<file path="src/rtl/conv2d_run_sequencer.sv">
// -----------------------------------------------------------------------------
// conv2d_run_sequencer
//
// Batch run controller for an HLS conv2D core that uses the ap_ctrl_hs
// block-level handshake. It launches the core a programmed number of times,
// with an optional idle gap between runs. It measures the latency of each run,
// counts completed runs, and raises a sticky interrupt when the batch ends.
//
// Ports
//   ap_clk, ap_rst_n    clock (rising edge) and asynchronous active-low reset
//   cfg_start           batch start pulse; accepted only in IDLE with core idle
//   cfg_num_runs        runs in the batch, latched when a start is accepted
//   cfg_gap             idle cycles between runs, latched when a start is accepted
//   cfg_abort           stop the batch after the run in progress
//   core_ap_start       registered start to the core
//   core_ap_ready/done  core handshake inputs (done is a 1-cycle pulse)
//   core_ap_idle        core idle indication
//   busy                batch in progress (held through the FINISH cycle)
//   seq_done            1-cycle pulse in the FINISH cycle
//   runs_done           runs completed in the current or last batch
//   last_latency        cycles from start rise to done, inclusive, of last run
//   irq / irq_clr       sticky batch-complete interrupt and its clear
// -----------------------------------------------------------------------------
module conv2d_run_sequencer #(
    parameter int CNT_W = 16,
    parameter int CYC_W = 32,
    parameter int GAP_W = 8
) (
    input  logic             ap_clk,
    input  logic             ap_rst_n,
    input  logic             cfg_start,
    input  logic [CNT_W-1:0] cfg_num_runs,
    input  logic [GAP_W-1:0] cfg_gap,
    input  logic             cfg_abort,
    output logic             core_ap_start,
    input  logic             core_ap_ready,
    input  logic             core_ap_done,
    input  logic             core_ap_idle,
    output logic             busy,
    output logic             seq_done,
    output logic [CNT_W-1:0] runs_done,
    output logic [CYC_W-1:0] last_latency,
    output logic             irq,
    input  logic             irq_clr
);

    typedef enum logic [2:0] {
        S_IDLE,
        S_LAUNCH,
        S_WAIT_DONE,
        S_GAP,
        S_FINISH
    } state_t;

    state_t           r_state;
    logic [CNT_W-1:0] r_num_runs;
    logic [GAP_W-1:0] r_gap;
    logic [GAP_W-1:0] r_gap_cnt;
    logic [CYC_W-1:0] r_lat_cnt;
    logic             r_abort_pending;
    logic             r_start;
    logic             r_busy;
    logic             r_seq_done;
    logic [CNT_W-1:0] r_runs_done;
    logic [CYC_W-1:0] r_last_latency;
    logic             r_irq;

    logic             w_run_done;
    logic [CYC_W-1:0] w_lat_next;
    logic [CNT_W-1:0] w_runs_next;

    // A run completes on done, either in WAIT_DONE or in the same cycle the
    // core accepts the start.
    assign w_run_done  = ((r_state == S_LAUNCH) && core_ap_ready && core_ap_done) ||
                         ((r_state == S_WAIT_DONE) && core_ap_done);
    // The latency counter saturates at all-ones rather than wrapping.
    assign w_lat_next  = (&r_lat_cnt) ? r_lat_cnt : r_lat_cnt + CYC_W'(1);
    assign w_runs_next = r_runs_done + CNT_W'(1);

    always_ff @(posedge ap_clk or negedge ap_rst_n) begin
        if (!ap_rst_n) begin
            // NOTE: every output is a register, so reset clears the whole
            // interface at once. The core shares this reset.
            r_state         <= S_IDLE;
            r_num_runs      <= '0;
            r_gap           <= '0;
            r_gap_cnt       <= '0;
            r_lat_cnt       <= '0;
            r_abort_pending <= 1'b0;
            r_start         <= 1'b0;
            r_busy          <= 1'b0;
            r_seq_done      <= 1'b0;
            r_runs_done     <= '0;
            r_last_latency  <= '0;
            r_irq           <= 1'b0;
        end else begin
            r_seq_done <= 1'b0;

            // The set is evaluated first, so it wins over a coincident clear.
            if (r_state == S_FINISH)
                r_irq <= 1'b1;
            else if (irq_clr)
                r_irq <= 1'b0;

            if ((r_state != S_IDLE) && cfg_abort)
                r_abort_pending <= 1'b1;

            case (r_state)
                S_IDLE: begin
                    if (cfg_start && core_ap_idle) begin
                        r_num_runs      <= cfg_num_runs;
                        r_gap           <= cfg_gap;
                        r_runs_done     <= '0;
                        r_abort_pending <= 1'b0;
                        r_busy          <= 1'b1;
                        if (cfg_num_runs == '0) begin
                            r_state    <= S_FINISH;
                            r_seq_done <= 1'b1;
                        end else begin
                            r_state   <= S_LAUNCH;
                            r_start   <= 1'b1;
                            r_lat_cnt <= CYC_W'(1);
                        end
                    end
                end
                S_LAUNCH: begin
                    r_lat_cnt <= w_lat_next;
                    // Start is held until ready is seen, even with abort pending.
                    if (core_ap_ready) begin
                        r_start <= 1'b0;
                        r_state <= S_WAIT_DONE;
                    end
                end
                S_WAIT_DONE: begin
                    r_lat_cnt <= w_lat_next;
                end
                S_GAP: begin
                    if (r_abort_pending) begin
                        r_state    <= S_FINISH;
                        r_seq_done <= 1'b1;
                    end else if (r_gap_cnt == '0) begin
                        r_state   <= S_LAUNCH;
                        r_start   <= 1'b1;
                        r_lat_cnt <= CYC_W'(1);
                    end else begin
                        r_gap_cnt <= r_gap_cnt - GAP_W'(1);
                    end
                end
                S_FINISH: begin
                    r_busy  <= 1'b0;
                    r_state <= S_IDLE;
                end
                default: r_state <= S_IDLE;
            endcase

            // NOTE: this block follows the case statement, so its non-blocking
            // assignments override the ones made there. A completed run
            // therefore decides the next state, start and latency count.
            if (w_run_done) begin
                r_last_latency <= r_lat_cnt;
                r_runs_done    <= w_runs_next;
                if ((w_runs_next == r_num_runs) || r_abort_pending) begin
                    r_state    <= S_FINISH;
                    r_seq_done <= 1'b1;
                end else if (r_gap == '0) begin
                    r_state   <= S_LAUNCH;
                    r_start   <= 1'b1;
                    r_lat_cnt <= CYC_W'(1);
                end else begin
                    // A gap of G cycles is loaded as G-1 because the 0 count
                    // is itself the last gap cycle.
                    r_state   <= S_GAP;
                    r_gap_cnt <= r_gap - GAP_W'(1);
                end
            end
        end
    end

    assign core_ap_start = r_start;
    assign busy          = r_busy;
    assign seq_done      = r_seq_done;
    assign runs_done     = r_runs_done;
    assign last_latency  = r_last_latency;
    assign irq           = r_irq;

endmodule

</file>
<file path="config.mk">
export PLATFORM = sky130hd
export DESIGN_NAME = conv2d_run_sequencer
export DESIGN_NICKNAME = d
export VERILOG_FILES = /design/src/rtl/conv2d_run_sequencer.sv
export SDC_FILE = /design/constraint.sdc
export NUM_CORES = 1
export LEC_CHECK = 0
export CORE_MARGIN = 1
export CORE_UTILIZATION = 60
export DETAILED_ROUTE_END_ITERATION = 7
export PLACE_DENSITY_LB_ADDON = 0.05
export SETUP_SLACK_MARGIN = 0.02
export SLEW_MARGIN = 40
export SYNTH_ARGS = -nofsm -noshare
export SYNTH_HDL_FRONTEND = slang
export SYNTH_SLANG_ARGS = --single-unit
</file>
<file path="constraint.sdc">
create_clock -name ap_clk -period 8.1 [get_ports ap_clk]
set_input_delay 1.62 -clock ap_clk [delete_from_list [all_inputs] [get_ports ap_clk]]
set_output_delay 1.62 -clock ap_clk [all_outputs]
set_load 0.02 [all_outputs]
</file>
### After elaboration in Yosys (flattened, before gate mapping)

Cells that the tools add are included.
W data, S select, Z words.

* $add $sub $neg: 4
* equal/unequal tests: 10
* multiplexer cells: 49
* reductions and logical operators: 22

Operator list (count)
* $mux W32: 8
* $pmux W32 S3: 1
* $mux W16: 3
* $mux W8: 6
* $add A32 B1 Y32 const B: 1
* $reduce_and A32 Y1: 1
* $mux W3: 7
* $mux W1: 19
* $add A16 B1 Y16 const B: 1
* $eq A16 B16 Y1: 1
* $logic_not A16 Y1: 1
* $logic_not A8 Y1: 2
* $sub A8 B1 Y8 const B: 2
* $pmux W3 S4: 1
* $reduce_bool A2 Y1: 4
* $eq A3 B2 Y1 const B: 2
* $ne A3 B3 Y1 const B: 2
* $reduce_and A2 Y1: 3
* $logic_and A1 B1 Y1: 5
* $ne A2 B2 Y1 const B: 2
* $ne A4 B4 Y1 const B: 1
* $pmux W1 S2: 2
* $reduce_and A4 Y1: 1
* $eq A3 B1 Y1 const B: 1
* other kinds (7): 8

* bits in registers: 120
* input bits: 32
* output and inout port bits: 52
* logic and storage cells: 97

### Depth between registers and ports, before layout

* depth after elaboration: 7
* gate-level depth with buffers: 10
* mapped depth without buffers: 9

### Worst setup path after synthesis

No wires, ideal clock.

* path type: input -> register
* start: input core_ap_ready
* end: register r_lat_cnt[14]
* library setup time: 0.132 ns
* data arrival time: 3.360 ns
* data required time: 7.968 ns
* slack: 4.608 ns
* stages on the path: 7
* buffers on the path: 1
* cells stage by stage: inv_1 > o21a_1 > nor3b_1 > nand2b_1 > nor3_1 > clkbuf_1 > nor2_1

* longest elaborated chain between the ends: 4

Ends and longest elaborated chain
* from (decl): RTL line 36 `input logic core_ap_ready,`
* $logic_and A1 B1 Y1 (2 in a row): RTL line 74 `assign w_run_done = ((r_state == S_LAUNCH) && core_ap_ready && core_ap_done) ||`
* $logic_or A1 B1 Y1: RTL line 74
* $mux W32: RTL line 159 `if (w_run_done) begin`
* to (signal assigned): RTL line 127 `r_lat_cnt <= w_lat_next;`
* to (signal assigned): RTL line 135 `r_lat_cnt <= w_lat_next;`
* to (decl): RTL line 59 `logic [CYC_W-1:0] r_lat_cnt;`

No other way between the ends.
A chain may end at the register's enable or synchronous reset.

### Worst setup path in the final report

* start: input cfg_num_runs[13]
* end: register r_lat_cnt[15]

* longest elaborated chain between the ends: 7

Ends and longest elaborated chain
* from (decl): RTL line 32 `input logic [CNT_W-1:0] cfg_num_runs,`
* $logic_not A16 Y1 (*): RTL line 116 `if (cfg_num_runs == '0) begin`
* $mux W32 (*): RTL line 116
* $mux W32 (*): RTL line 110 `if (cfg_start && core_ap_idle) begin`
* $pmux W32 S3 (*): RTL line 108 `case (r_state)`
* $mux W32: RTL line 165 `end else if (r_gap == '0) begin`
* $mux W32: RTL line 162 `if ((w_runs_next == r_num_runs) || r_abort_pending) begin`
* $mux W32 (*): RTL line 159

Mark *: on every way between the ends. The rest lies on a longest branch, timed or not.

==> impl_metrics.csv <==
group,metric,value,unit
grt,grt_max_degree,85,
pwr,power_switching,918,uW
worst_setup_path,start_kind,"primary input",
pwr,sw_frac_of_total,0.384,
synth,synth.distinct_cells,55,
clock_network,cts_resized,0,
worst_setup_path,cp_cell_sequence,"clkdlybuf4s50_1 > nor4_1 > nand4_1 > a311oi_1 > or3_1 > o21ai_0 > a21oi_1",
sta,fin_ws,4350,ps
route,via_per_inst,6.05,
route,drtAntennaViolNets,0,
synth,synth.avg_cell_area,8.55,sq um
route,post-route-drc-count,0,
route,wl_per_cell,16.3,um
synth,synth_area_leader_cell,"dfrtp_1",
clock_network,root_buffer,"clkbuf_8",
clock_network,cts-hold-fix-buffers,0,
synth,ys.flop_type,"dfrtp_1",
finish,diodes,0,
floorplan,start_util,0.618,
worst_setup_path,required,8550,ps
clock_network,cts_num_sinks,120,
placement,routabilityCongestion,0.884,
floorplan,num_rows,37,
worst_setup_path,startpoint,"cfg_num_runs[13]",
pwr,p_int,1470,uW
placement,pre_cts_ws,3820,ps
sta,hold_ws,470,ps
sta,maxSlewViolCount,0,
clock_network,cts-buffers-inserted,17,
worst_setup_path,critPathSlowestCell,"or3_1",
synth,yosys_warnings,0,
clock_network,cts_tree,"built",
synth,synth-edff-count,0,
sta,rsz0062_at_grt,"no",
grt,grt_pass1_wl,27.2,mm
pwr,power,2390,uW
route,wl,15.6,mm
grt,grt_pass1_vias,5715,
min_path,hp-start,"last_latency[15]",
pwr,power_per_cell_area,305,nW/um^2
sta,slew_headroom,0.490,
worst_setup_path,end_kind,"flip-flop",
sta,finalHoldViolCount,0,
sta,worst_pin_slew,758,ps
grt,overflow,0,
worst_setup_path,rr_startpoint,"runs_done[2]",
route,dr.pass1.iters,5,
flow_run,drv_cap,0,
sta,timing.final.crit_share,0.463,
clock_network,clk_pin_slew,60,ps
floorplan,die_y,105,um
sta,fmax,267,MHz
worst_setup_path,crit_type,"in -> reg",
placement,io_buffers,83,
synth,synth_area_leaders,"dfrtp_1 47%, nand2_1 12%, o21ai_0 4.6%",
sta,finalCriticalPeriod,3750,ps
sta,finClkSkew,10.7,ps
synth,syn_inst,746,
pwr,ir_drop,0.000301,V
pwr,clkPwrFrac,0.287,
pwr,pwr-share-seq,0.375,
pwr,power_leakage,0.00343,uW
placement,hpwl,10.3,mm
floorplan,fp.dieW,105,um
finish,syn_to_final_growth,22.9,%
clock_network,clock_path_buffers,2,
grt,antenna_found_initial,0,
min_path,hp-class,"reg -> reg",
clock_network,clk_latency,530,ps
worst_setup_path,critical_path_peak_fanout,23,
floorplan,die_area,11000,sq um
grt,gr-usage-all-layers,0.310,
clock_network,postCtsSetupBuffers,0,
synth,synth_fp_nets,783,
worst_setup_path,worstPathArrival,4190,ps
synth,netlist_area,6380,sq um
floorplan,core_area,10300,sq um
synth,ys_seq_elements,120,
status,status,"finished, final reports clean",
finish,fin_util,0.759,
finish,layout-drive-gt1-share,0.0743,
pwr,p_comb_frac,0.338,
worst_setup_path,r2r_setup_slack,4830,ps
sta,finalSetupViolations,0,
route,vias,5790,
finish,nNetsFinal,845,
clock_network,htreeDepth,4,
route,drt_iter0_markers,363,
synth,yosysSeqAreaShare,0.471,
synth,synth_top_area_share,0.471,
worst_setup_path,slowest_delay,660,ps
sta,fin_setup_tns,0,ps
floorplan,ios,84,
synth,ys_async_sr_fraction,1.00,
==> power by group through the flow <==
stage / Combinational, uW / Clock, uW / Sequential, uW
floorplan: 566 / 0 / 878
global placement: 765 / 0 / 897
detailed placement: 800 / 0 / 903
CTS: 809 / 693 / 895
global route: 904 / 723 / 918
finish: 808 / 687 / 897
==> synthesized netlist by cell type, types with 3 or more instances <==
master / instances
mux2i_1: 7
or4_1: 3
buf_1: 4
a21oi_1: 55
nand2_1: 202
and3_1: 12
ha_1: 5
o21ai_0: 59
or3_1: 13
a211oi_2: 4
a41oi_1: 3
nand4b_1: 11
clkbuf_1: 37
inv_1: 9
nor3_1: 13
buf_2: 5
a31oi_1: 12
a311oi_1: 3
xnor2_1: 23
nand3_1: 23
nand4_1: 15
dfrtp_1: 120
nor2_1: 30
nand2b_1: 4
nor3b_1: 6
and2_1: 3
o21a_1: 4
o31ai_1: 4
and4_1: 4
or2_2: 3
xor2_1: 11
nor4_1: 10
==> critical path: cells and delay by family <==
kind / cells / cell delay [ps]
buf+inv: 1 / 460
compound gates: 3 / 850
simple gates: 3 / 1260
==> sequential cells by signal, indices dropped and copies added, names as in the netlist <==
name	count
r_gap_cnt	8
runs_done	16
r_state	3
seq_done	1
irq	1
r_gap	8
r_num_runs	16
r_abort_pending	1
last_latency	32
core_ap_start	1
r_lat_cnt	32
busy	1
==> cell families (layout without fill, tap and decap cells) <==
kind of cell	after synthesis	after routing	synth area share
XOR/XNOR	34	34	0.0467
AO/OA/AOI/OAI	157	157	0.145
multiplexers	7	7	0.0110
buffers and inverters	55	130	0.0334
flip-flops	120	120	0.471
AND/OR/NAND/NOR	368	368	0.283
adder cells (fa/ha/maj)	5	5	0.00981
==> path summary, 6_finish.rpt <==
check / endpoint / depth (start not counted)
worst max-delay path: r_lat_cnt[15] / 7
worst min-delay path: last_latency[15] / 2
worst max register to register: core_ap_start / 8
worst min register to register: last_latency[15] / 2
max in group asynchronous: irq / 2
min in group asynchronous: runs_done[10] / 1
==> routing by layer <==
layer / GRT usage / vias to the layer above / share of wire
li1: - / 2741 / -
met1: 0.408 / 2811 / 0.43
met2: 0.509 / 215 / 0.49
met3: 0.0655 / 23 / 0.057
met4: 0.109 / 0 / 0.018
met5: 0 / - / 0
==> cell type report <==
type | instances | area [sq um]
Timing Repair Buffer | 89 | 880
Clock inverter | 11 | 101
Clock buffer | 21 | 439
Fill cell | 741 | 2490
Inverter | 9 | 33.8
Multi-Input combinational cell | 571 | 3210
Sequential cell | 120 | 3000
Tap cell | 136 | 170
==> per-stage QoR <==
| stage | cell area, sq um | cells |
|---|---|---|
| floorplan | 6380 | 746 |
| global placement | 7250 | 925 |
| detailed placement | 7280 | 925 |
| CTS | 7820 | 957 |
| global route | 7840 | 957 |
| finish | 7840 | 957 |
==> cells in the final DEF, fill, tap and decap left out, types with 12 or more instances in the layout <==
master,instances
nand3_1,22
xnor2_1,23
a21oi_1,55
nor2_1,29
a31oi_1,12
clkbuf_16,16
dfrtp_1,120
or3_1,13
clkdlybuf4s50_1,82
nand2_1,202
and3_1,12
o21ai_0,59
nand4_1,15
No activity file was read; power rests on OpenSTA's default activity.
